<file path="src/rtl/pe_stream_mac.sv">
// pe_stream_mac: windowed per-channel signed MAC with saturating valid/ready result output.
// Build option: define PE_RELU_EN to force negative results to zero after saturation.
module pe_stream_mac #(
    parameter int CH   = 3,
    parameter int DW   = 8,
    parameter int WW   = 8,
    parameter int TAPS = 6,
    parameter int OW   = 24
) (
    input  logic                     i_clk,
    input  logic                     i_rstn,
    input  logic                     i_valid,
    output logic                     o_ready,
    input  logic [CH*DW-1:0]         i_pixel,
    input  logic                     i_flush,
    input  logic                     i_wr_en,
    input  logic [$clog2(TAPS)-1:0]  i_wr_addr,
    input  logic [CH*WW-1:0]         i_wr_data,
    output logic                     o_valid,
    input  logic                     i_ready,
    output logic signed [OW-1:0]     o_result,
    output logic                     o_sat
);
    localparam int TW  = $clog2(TAPS);
    localparam int PW  = DW + WW + 1;
    localparam int AW  = PW + TW;
    localparam int SW0 = AW + $clog2(CH) + 1;
    localparam int SW  = SW0 > OW ? SW0 : OW + 1;
    localparam logic signed [SW-1:0] MAXV = {{(SW-OW+1){1'b0}}, {(OW-1){1'b1}}};
    localparam logic signed [SW-1:0] MINV = {{(SW-OW+1){1'b1}}, {(OW-1){1'b0}}};

    logic signed [WW-1:0] w_q [TAPS][CH];
    logic [TW-1:0]        tap_q;
    logic                 en, accept, last;
    logic signed [PW-1:0] p_d [CH];
    logic signed [PW-1:0] p1_q [CH];
    logic                 v1_q, last1_q;
    logic signed [AW-1:0] acc_q [CH];
    logic                 first_q, v2_q, last2_q;
    logic signed [SW-1:0] sum;
    logic signed [OW-1:0] res_d, r3_q;
    logic                 sat_d, s3_q, v3_q;

    // Weight store; out-of-range tap addresses are dropped, writes ignore stalls.
    always_ff @(posedge i_clk or negedge i_rstn) begin
        if (!i_rstn) begin
            for (int t = 0; t < TAPS; t++)
                for (int c = 0; c < CH; c++)
                    w_q[t][c] <= '0;
        end else if (i_wr_en && 32'(i_wr_addr) < TAPS) begin
            for (int c = 0; c < CH; c++)
                w_q[i_wr_addr][c] <= i_wr_data[c*WW +: WW];
        end
    end

    // Handshake enables and stage-1 products from the current tap's weights.
    always_comb begin
        en      = !o_valid || i_ready;
        o_ready = en && !i_flush;
        accept  = i_valid && o_ready;
        last    = tap_q == TW'(TAPS - 1);
        for (int c = 0; c < CH; c++)
            p_d[c] = $signed(PW'({1'b0, i_pixel[c*DW +: DW]})) * PW'(w_q[tap_q][c]);
    end

    // Channel sum of the finished window, clamped to the output range.
    always_comb begin
        sum = '0;
        for (int c = 0; c < CH; c++)
            sum = sum + SW'(acc_q[c]);
        sat_d = sum > MAXV || sum < MINV;
        res_d = sum > MAXV ? OW'(MAXV) : sum < MINV ? OW'(MINV) : OW'(sum);
`ifdef PE_RELU_EN
        res_d = res_d[OW-1] ? '0 : res_d;
`else
        res_d = res_d;
`endif
    end

    // Tap counter and S1..S3 pipeline; flush aborts everything not yet in the output register.
    always_ff @(posedge i_clk or negedge i_rstn) begin
        if (!i_rstn) begin
            tap_q   <= '0;
            v1_q    <= 1'b0;
            last1_q <= 1'b0;
            v2_q    <= 1'b0;
            last2_q <= 1'b0;
            first_q <= 1'b1;
            v3_q    <= 1'b0;
            r3_q    <= '0;
            s3_q    <= 1'b0;
            for (int c = 0; c < CH; c++) begin
                p1_q[c]  <= '0;
                acc_q[c] <= '0;
            end
        end else if (i_flush) begin
            tap_q   <= '0;
            v1_q    <= 1'b0;
            v2_q    <= 1'b0;
            v3_q    <= 1'b0;
            first_q <= 1'b1;
        end else if (en) begin
            if (accept)
                tap_q <= last ? '0 : tap_q + 1'b1;
            v1_q    <= accept;
            last1_q <= accept && last;
            p1_q    <= p_d;
            v2_q    <= v1_q;
            last2_q <= v1_q && last1_q;
            if (v1_q) begin
                first_q <= last1_q;
                for (int c = 0; c < CH; c++)
                    acc_q[c] <= first_q ? AW'(p1_q[c]) : acc_q[c] + AW'(p1_q[c]);
            end
            v3_q <= v2_q && last2_q;
            r3_q <= res_d;
            s3_q <= sat_d;
        end
    end

    // Output register: reloads on a new result, otherwise clears once taken.
    always_ff @(posedge i_clk or negedge i_rstn) begin
        if (!i_rstn) begin
            o_valid  <= 1'b0;
            o_result <= '0;
            o_sat    <= 1'b0;
        end else if (en && v3_q) begin
            o_valid  <= 1'b1;
            o_result <= r3_q;
            o_sat    <= s3_q;
        end else if (i_ready) begin
            o_valid  <= 1'b0;
        end
    end
endmodule

</file>
<file path="config.mk">
export PLATFORM = sky130hd
export DESIGN_NAME = pe_stream_mac
export DESIGN_NICKNAME = d
export VERILOG_FILES = /design/src/rtl/pe_stream_mac.sv
export SDC_FILE = /design/constraint.sdc
export NUM_CORES = 1
export LEC_CHECK = 0
export CAP_MARGIN = 5
export CORE_MARGIN = 2
export CORE_UTILIZATION = 55
export CTS_BUF_LIST = sky130_fd_sc_hd__clkbuf_4
export DETAILED_ROUTE_END_ITERATION = 6
export PLACE_DENSITY = 0.78
export SLEW_MARGIN = 40
export SYNTH_ARGS = -nofsm -noshare
export SYNTH_HDL_FRONTEND = slang
export SYNTH_SLANG_ARGS = --single-unit
export TNS_END_PERCENT = 10
</file>
<file path="constraint.sdc">
create_clock -name i_clk -period 14.93 [get_ports i_clk]
set_clock_uncertainty 0.05 [all_clocks]
set_input_delay 2.986 -clock i_clk [delete_from_list [all_inputs] [get_ports i_clk]]
set_output_delay 2.986 -clock i_clk [all_outputs]
set_load 0.005 [all_outputs]
</file>
==> out/summary.txt, run 1 <==
post-cts sizing count = 0
wire per inst = 16.99 microns
CTS Hold Bufs = 0
main combinational cell family by area after synthesis = adder cells
Ys Warns = 0
slowest cell on the critical path = clkdlybuf4s50_1
met2 usage = 0.4007
Max Cap Viol = 0
Critical Path RT = 11.89 ns
crit-path max cell delay = 0.52 ns
Cell variety after synth = 67
Die X-Extent = 211.2 microns
layout cell share with drive strength beyond 1 = 0.1657
post-route ant nets = 0
RSZ-0062 raised after global routing = no
Synth Flop Type = dfrtp_1
crit path launch type = primary input
xor and xnor area share after synthesis = 0.02448
Critical path buffers and inverters = 3
grt total ovfl = 0
Pre-antenna DRT Iters = 7
via count = 17370
met1 usage = 0.3164
total track usage = 0.2413
slew margin rel. = 0.4177
RePlAce Congestion = 0.9023
Post-synth top cells = 310 x dfrtp_1, 218 x nand2_1, 208 x inv_1, 206 x ha_1, 192 x mux2_2
syn nets = 2724
Top delay family on crit path = buffers and inverters
M3 GR Usage = 0.04445
Worst Max-Slew Pin Slew = 0.8735 ns
H-tree depth = 3
busiest layer in global routing = met2
Compound-Gate Fraction of Synth Area = 0.1123
outcome = completed
crit path cell chain = clkdlybuf4s50_1 -> nand2b_1 -> nand2b_4 -> clkinv_1 -> clkdlybuf4s50_1
WP data arrival = 4.86 ns
CP Class = primary input to output pin
nets = 2848
Final Max Tran Viols = 0
mapped cell area = 23610 sq um
via/cell ratio = 5.696
initial antenna violation count = 1
post-synthesis adder-cell area fraction = 0.2236
most common cell in the netlist = dfrtp_1
CTS tree = yes
Setup crit end kind = output pin
WL final = 51830 microns
Max Clk Rate = 126.7 MHz
CP max FO = 33
register area share after synthesis = 0.3297
Hold/Removal Path Class = register to register
Post-synth EDFFs = 0
initial DRC count = 935
hold slack = 0.4266 ns
row count = 75
die area = 44600 sq um
DRC viols = 0
Final Hold Vio Count = 0
Pwr Total = 5.742 mW
cell mode on critical path = clkdlybuf4s50_1
clk sinks = 311
Worst-Skew Late Latency = 0.80 ns
final core utilization = 0.6231
non-filler instance count after layout = 3050
syn avg cell area = 10.15 sq um
ranking of synthesized cells by area = dfrtp_1 33%, fa_1 11%, ha_1 11%
Synth top area share = 0.3286
Async SR Flop Fraction = 1.000
Final min period = 7.891 ns
die height = 211.2 microns
largest net degree at the start of global routing = 107
simple-gate share of the synthesized area = 0.1396
area growth from synthesis to layout = 11.20%
VDD IR max = 0.0001452 V
IO buf count = 82
Cells after DPL = 2895
number of top-level pins = 84
post-synthesis cell count = 2326
Power Density = 218.7 nW/um^2
vias in the first global route = 17840
mux cell area share after synthesis = 0.1240
clk slew on worst S/H paths = 0.06 ns
Clock Path Buffers = 3
total CTS buffers = 84
CTS root buf = clkbuf_4
area leader, netlist = dfrtp_1
final setup TNS = 0 ns
Post-CTS Setup Bufs = 0
initial core utilization = 0.5604
Final setup viols = 0
Lkg Pwr = 12.41 nW
Detailed Place HPWL = 38060 microns
global-route wire length before repair = 87420 microns
Period Utilization, post-route = 0.5285
Synth Register Bits = 311
core footprint = 42130 sq um
## kinds of logic (layout without fill, tap and decap cells)
family / after synthesis / in the layout
xor+xnor: 66 / 66
fa+ha+maj: 341 / 341
simple gates: 661 / 661
compound gates: 421 / 421
other cells: 1 / 2
flops: 311 / 311
buf+inv: 287 / 471
mux: 238 / 238
## worst min-delay path, cell delays in order (launching register included)
cell     delay [ns]
dfrtp_1        0.34
nand2_1        0.05
o21ai_0        0.06
## worst paths after layout
path / startpoint / slack, ns / endpoint / cells after the start
max: i_ready / 7.04 / o_ready / 5
min: r3_q[20]$_DFFE_PN0P_ / 0.43 / r3_q[20]$_DFFE_PN0P_ / 2
max reg2reg: tap_q[0]$_DFFE_PN0P_ / 8.40 / p1_q[50]$_DFFE_PN0P_ / 19
min reg2reg: r3_q[20]$_DFFE_PN0P_ / 0.43 / r3_q[20]$_DFFE_PN0P_ / 2
max in group asynchronous: i_rstn / 11.74 / w_q[41]$_DFFE_PN0P_ / 3
min in group asynchronous: i_rstn / 2.14 / acc_q[14]$_DFFE_PN0P_ / 2
## cell usage in the layout, fill, tap and decap left out, types with 6 or more instances in the layout
master | netlist | routed
dfrtp_1 | 310 | 309
nand2_1 | 218 | 217
inv_1 | 208 | 208
ha_1 | 206 | 206
mux2_2 | 192 | 192
fa_1 | 135 | 135
nor2b_1 | 134 | 134
o21ai_0 | 134 | 134
clkbuf_4 | 0 | 118
a21oi_1 | 98 | 98
nor2_1 | 93 | 93
clkdlybuf4s50_1 | 0 | 81
nand2b_1 | 57 | 56
nor3_1 | 46 | 44
nand3_1 | 39 | 39
xnor2_1 | 39 | 39
o21a_1 | 37 | 37
a21o_1 | 30 | 30
xor2_1 | 27 | 27
a22oi_1 | 25 | 25
mux4_2 | 24 | 24
mux2i_1 | 21 | 21
buf_4 | 2 | 18
clkinv_1 | 2 | 16
a31oi_1 | 14 | 14
o31ai_1 | 14 | 14
or3_1 | 13 | 13
or2_2 | 12 | 12
a211oi_1 | 11 | 11
nor3b_1 | 13 | 11
o211ai_1 | 10 | 10
and3_1 | 9 | 9
clkinv_2 | 0 | 8
nand4_1 | 7 | 7
a211o_1 | 7 | 7
o21bai_1 | 6 | 6
## routing by layer
layer	up-vias	share of wire
met3	121	0.047
met2	404	0.48
met4	0	0.030
li1	8331	-
met1	8516	0.44
met5	-	0
## registers in the layout, summed over array words and instances, names as in the netlist
| register | flops |
|---|---|
| last1_q | 1 |
| p1_q | 51 |
| first_q | 1 |
| tap_q | 3 |
| v1_q | 1 |
| r3_q | 23 |
| w_q | 144 |
| o_result | 23 |
| last2_q | 1 |
| acc_q | 60 |
| o_valid | 1 |
| v3_q | 1 |
| v2_q | 1 |
## final cells by class
| cell class | instances | area, sq um |
|---|---|---|
| antenna | 1 | 2.502 |
| inverter | 210 | 788.3 |
| fill | 3364 | 15880 |
| clock buffer | 118 | 885.9 |
| multi-input combinational | 1728 | 14770 |
| timing repair buffer | 115 | 1137 |
| tap | 539 | 674.4 |
| clock inverter | 28 | 207.7 |
| sequential | 311 | 7789 |
## through the flow
stage | cell area [sq um] | setup slack [ns]
after detailed placement | 25110 | 6.880
after global placement | 25020 | 6.966
after global routing | 26250 | 6.937
after CTS | 26210 | 7.036
final | 26250 | 7.039
after floorplan | 23610 | 7.733
## power breakdown
part	switching, mW	internal (mW)	leakage (nW)
Clock	0.366	0.418	0.647
Sequential	0.238	1.11	3.84
Combinational	2.00	1.61	7.92
Power figures use the tool's default switching activity.
==> inputs of run 2 (changes only) <==
- PLACE_DENSITY: 0.78 -> 0.81
- clock period: 14.93 -> 6.4 ns (I/O delays scaled with it)
==> run 2 against run 1 <==
Effect of this change:
- sequential share of layout area decreased by 0.26 points
- sequential power increased by 130%
- register-to-register slack got worse by 7.9 ns
- final cell count increased by 0.92%
- global-route usage increased by 0.50 points
- total power increased by 130%
- clock power increased by 130%
==> out/summary.txt, run 2 (same netlist as run 1, synthesis figures left out) <==
via count = 17490
number of top-level pins = 84
layout cell share with drive strength beyond 1 = 0.1774
post-route ant nets = 0
final core utilization = 0.6287
met1 usage = 0.3191
Pwr Total = 13.36 mW
WP data arrival = 6.63 ns
Die X-Extent = 211.2 microns
DRC viols = 0
Max Cap Viol = 0
nets = 2877
max FFs per register = 144
Period Utilization, post-route = 0.9293
CP Class = register to register
H-tree depth = 3
vias in the first global route = 18200
area growth from synthesis to layout = 12.20%
Clock Path Buffers = 3
Biggest register = w_q
RSZ-0062 raised after global routing = no
Final Max Tran Viols = 0
initial antenna violation count = 3
WL final = 52380 microns
die height = 211.2 microns
largest registers = w_q (144), acc_q (60), p1_q (51)
total track usage = 0.2463
Pre-antenna DRT Iters = 5
RePlAce Congestion = 0.9051
grt total ovfl = 0
largest net degree at the start of global routing = 135
Final setup viols = 0
global-route wire length before repair = 88970 microns
Power Density = 504.3 nW/um^2
CTS tree = yes
hold slack = 0.3200 ns
initial DRC count = 1186
Critical Path RT = 7.08 ns
final setup TNS = 0 ns
busiest layer in global routing = met2
Hold/Removal Path Class = primary input to asynchronous set/reset pin
Final min period = 5.947 ns
M3 GR Usage = 0.05159
VDD IR max = 0.0002674 V
Final Hold Vio Count = 0
outcome = completed
die area = 44600 sq um
Cells after DPL = 2928
reg2reg setup slack = 0.45 ns
Lkg Pwr = 12.55 nW
clk sinks = 311
most common cell after layout, fill and taps aside = dfrtp_1
IO buf count = 82
row count = 75
Worst Max-Slew Pin Slew = 0.7550 ns
via/cell ratio = 5.683
CP max FO = 12
initial core utilization = 0.5604
Post-CTS Setup Bufs = 0
met2 usage = 0.4123
crit path launch type = register
Setup crit end kind = register
commonest non-fill, non-tap cells in the layout = 309 x dfrtp_1, 217 x nand2_1, 208 x inv_1
core footprint = 42130 sq um
clk slew on worst S/H paths = 0.07 ns
Detailed Place HPWL = 39140 microns
wire per inst = 17.02 microns
total CTS buffers = 86
Worst-Skew Late Latency = 0.82 ns
non-filler instance count after layout = 3078
CTS root buf = clkbuf_4
slew margin rel. = 0.4954
Max Clk Rate = 168.1 MHz
run 2: changes by cell type in the layout (fill, tap and decap cells not counted), sizes merged:
cell / change
clkinv: -11
bufinv: -2
buf: +31
diode: +1
inv: +1
clkinvlp: +1
clkbuf: +7
run 2: worst paths after layout:
check                                       end            startpoint  cells after the start
max reg2reg                p1_q[16]$_DFFE_PN0P_  tap_q[0]$_DFFE_PN0P_                     19
max in group asynchronous   w_q[28]$_DFFE_PN0P_                i_rstn                      3
min in group i_clk         r3_q[16]$_DFFE_PN0P_  r3_q[16]$_DFFE_PN0P_                      2
min reg2reg                r3_q[16]$_DFFE_PN0P_  r3_q[16]$_DFFE_PN0P_                      2
max                        p1_q[16]$_DFFE_PN0P_  tap_q[0]$_DFFE_PN0P_                     19
min                        r3_q[20]$_DFFE_PN0P_                i_rstn                      1
run 2: stage by stage:
stage                     cell area (sq um)  setup slack, ns
final                                 26490           0.4528
after detailed placement              25340           0.1528
after CTS                             26420           0.2777
after floorplan                       23610           0.3864
after global routing                  26490          0.07966
after global placement                25310           0.3063
run 2: power by group:
part	switching [mW]	internal (mW)
clock network	0.856	0.957
logic	4.61	3.79
registers	0.558	2.58
run 2: repair_timing:
| item | in CTS | in global routing |
|---|---|---|
| hold buffers | 0 | 0 |
| resized for setup | 0 | 3 |
| endpoints found under the setup margin | 0 | 4 |
run 2: worst max-delay path: stages (launching register included):
cell,delay (ns)
dfrtp_4,0.59
buf_4,0.24
mux4_2,0.52
a22oi_1,0.35
buf_4,0.23
nor2b_1,0.07
fa_1,0.48
fa_1,0.53
fa_1,0.56
inv_1,0.06
fa_1,0.53
inv_1,0.04
ha_1,0.32
inv_1,0.06
a21o_1,0.16
a21o_1,0.19
a21oi_1,0.18
nor3_1,0.09
or4_1,0.50
nand3_1,0.09
run 2: area by class of cell:
type,count,area [sq um]
Fill cell,3325,15640
Multi-Input combinational cell,1728,14780
Sequential cell,311,7791
Timing Repair Buffer,142,1374
Clock buffer,129,968.4
Inverter,210,788.3
Tap cell,539,674.4
Clock inverter,17,115.1
Antenna cell,2,5.005
run 2: per-layer routing:
metal | up-vias | routed length [microns]
li1 | 8389 | -
met5 | - | 13
met1 | 8584 | 22780
met2 | 414 | 25740
met3 | 103 | 2513
met4 | 2 | 1336
==> inputs of run 3 (changes only) <==
- CORE_MARGIN: 2 -> 4
- CORE_UTILIZATION: 55 -> 58
- PLACE_DENSITY: 0.81 -> 0.75
==> run 3 against run 2 <==
Effect of this change:
- maximum frequency is 1.8% lower
- routed wire length increased by 3.1%
- count of clock-buffer cells in the layout is 18 lower
- die area fell by 1.3%
- largest cell class unchanged
- sequential share of layout area barely moved
- utilization grew 3.3 points
- final area shrank 0.14%
- sequential cell count stayed put
- hold slack worse by 0.0028 ns
- non-clock buffer count unchanged
- via count is 0.45% higher
- highest routed layer is now met4
- final cell count fell by 0.88%
==> out/summary.txt, run 3 (same netlist as run 1, synthesis figures left out) <==
CTS tree = yes
CP max FO = 13
largest net degree at the start of global routing = 120
most common cell after layout, fill and taps aside = dfrtp_1
Fillers = 3206
Top delay family on crit path = adder cells
initial DRC count = 899
RSZ-0062 raised after global routing = no
Pwr Total = 13.39 mW
design area = 26450 sq um
end of the critical path = p1_q[16]$_DFFE_PN0P_
total track usage = 0.2490
final setup TNS = 0 ns
Lkg Pwr = 12.52 nW
total CTS buffers = 85
Critical Path RT = 7.03 ns
row count = 73
crit-path max cell delay = 0.63 ns
Final min period = 6.054 ns
Biggest register = w_q
Max Cap Viol = 0
global-route wire length before repair = 90800 microns
CP Class = register to register
crit path from = tap_q[0]$_DFFE_PN0P_
nets = 2876
slowest cell on the critical path = dfrtp_4
clk slew on worst S/H paths = 0.07 ns
CTS root buf = clkbuf_4
Worst-Skew Late Latency = 0.77 ns
largest registers = w_q (144), acc_q (60), p1_q (51)
worst r2r dst = p1_q[16]$_DFFE_PN0P_
area growth from synthesis to layout = 12.05%
max FFs per register = 144
DRC viols = 0
worst reg-to-reg path cell count = 19
Critical path buffers and inverters = 5
switching share of total power = 0.4549
Hold/Removal Path Class = primary input to asynchronous set/reset pin
wire per inst = 17.69 microns
Detailed Place HPWL = 40160 microns
clk sinks = 311
via/cell ratio = 5.759
Max Clk Rate = 165.2 MHz
reg2reg setup slack = 0.35 ns
die area = 44000 sq um
cell mode on critical path = fa_1
Clock Path Buffers = 3
CTS Hold Bufs = 0
Final Max Tran Viols = 0
initial antenna violation count = 1
post-cts sizing count = 0
core footprint = 40010 sq um
WP data arrival = 6.68 ns
Comb power frac = 0.635
Worst Max-Slew Pin Slew = 0.8407 ns
Power Density = 506.0 nW/um^2
grt total ovfl = 0
Period Utilization, post-route = 0.9459
crit path launch type = register
number of top-level pins = 84
Power Internal = 7.296 mW
WL final = 53980 microns
Setup crit end kind = register
RePlAce Congestion = 0.9023
critical path depth = 19
Final Hold Vio Count = 0
sw power = 6.089 mW
post-route ant nets = 0
slew margin rel. = 0.4396
VDD IR max = 0.0002743 V
H-tree depth = 3
layout cell share with drive strength beyond 1 = 0.1699
IO buf count = 82
via count = 17570
Pre-antenna DRT Iters = 7
Placed Area = 25430 sq um
sequential power share = 0.235
crit path cell chain = buf_4 -> mux4_2 -> a22oi_1 -> buf_4 -> nor2b_1 -> fa_1 -> fa_1 -> fa_1 -> inv_1 -> fa_1 -> inv_1 -> ha_1 -> inv_1 -> a21o_1 -> a21o_1 -> a21oi_1 -> nor3_1 -> or4_1 -> nand3_1
initial core utilization = 0.5902
part of the power in the clock network = 0.130
reg2reg start = tap_q[0]$_DFFE_PN0P_
Post-CTS Setup Bufs = 0
die height = 209.8 microns
vias in the first global route = 18520
Die X-Extent = 209.8 microns
commonest non-fill, non-tap cells in the layout = 309 x dfrtp_1, 217 x nand2_1, 208 x inv_1
outcome = completed
Final setup viols = 0
[run 3: cell types whose count changed in the layout (fill, tap and decap cells not counted), sizes merged]
cell,delta
diode,-1
clkinvlp,-1
clkinv,+5
clkbuf,-18
bufinv,+2
[run 3: power by group through the flow]
stage,Clock (mW),Combinational (mW),Sequential [mW]
final,1.74,8.50,3.14
after global routing,1.89,9.73,3.21
after CTS,1.79,8.53,3.14
after detailed placement,0,8.48,3.17
after global placement,0,8.15,3.15
after floorplan,0,6.61,2.93
[run 3: worst min-delay path by stage]
stage	from	endpoint	slack [ns]
2_1_floorplan	r3_q[9]$_DFFE_PN0P_	r3_q[9]$_DFFE_PN0P_	0.38
3_3_place_gp	r3_q[9]$_DFFE_PN0P_	r3_q[9]$_DFFE_PN0P_	0.41
3_5_place_dp	r3_q[9]$_DFFE_PN0P_	r3_q[9]$_DFFE_PN0P_	0.41
4_1_cts	i_rstn	p1_q[10]$_DFFE_PN0P_	0.26
5_1_grt	i_rstn	p1_q[12]$_DFFE_PN0P_	0.30
6_report	i_rstn	p1_q[6]$_DFFE_PN0P_	0.32
[run 3: area by class of cell]
class,instances,area [sq um],area share
flip-flops and latches,311,7791,0.2945
clock buffers,111,833.3,0.03150
inverters,210,788.3,0.02980
repair buffers,142,1431,0.05411
diodes,1,2.502,0.00009459
clock inverters,23,175.2,0.006622
multi-input cells,1728,14780,0.5585
well taps,525,656.9,0.02483
[run 3: layer usage]
layer,GRT usage,vias up,part of all wire
met4,0.09473,0,0.036
met3,0.04559,122,0.045
met5,0,-,0
li1,-,8368,-
met1,0.3241,8678,0.43
met2,0.4177,402,0.48
[run 3: metrics by stage]
stage,hold WS (ns),setup slack (ns),util,instances
after detailed placement,0.4063,0.1445,0.6357,2916
after global routing,0.2977,0.03070,0.6613,3051
after floorplan,0.3848,0.3864,-,2326
after global placement,0.4082,0.2087,0.6330,2912
after CTS,0.2582,0.2699,0.6609,3050
final,0.3173,0.3460,0.6613,3051
[run 3: worst register-to-register path: cells and delay by family, from the launching register on]
| kind | cells | cell delay [ns] |
|---|---|---|
| AND/OR/NAND/NOR | 4 | 0.77 |
| buffers and inverters | 5 | 0.64 |
| flip-flops | 1 | 0.63 |
| adder cells (fa/ha/maj) | 5 | 2.41 |
| multiplexers | 1 | 0.50 |
| AO/OA/AOI/OAI | 4 | 0.99 |
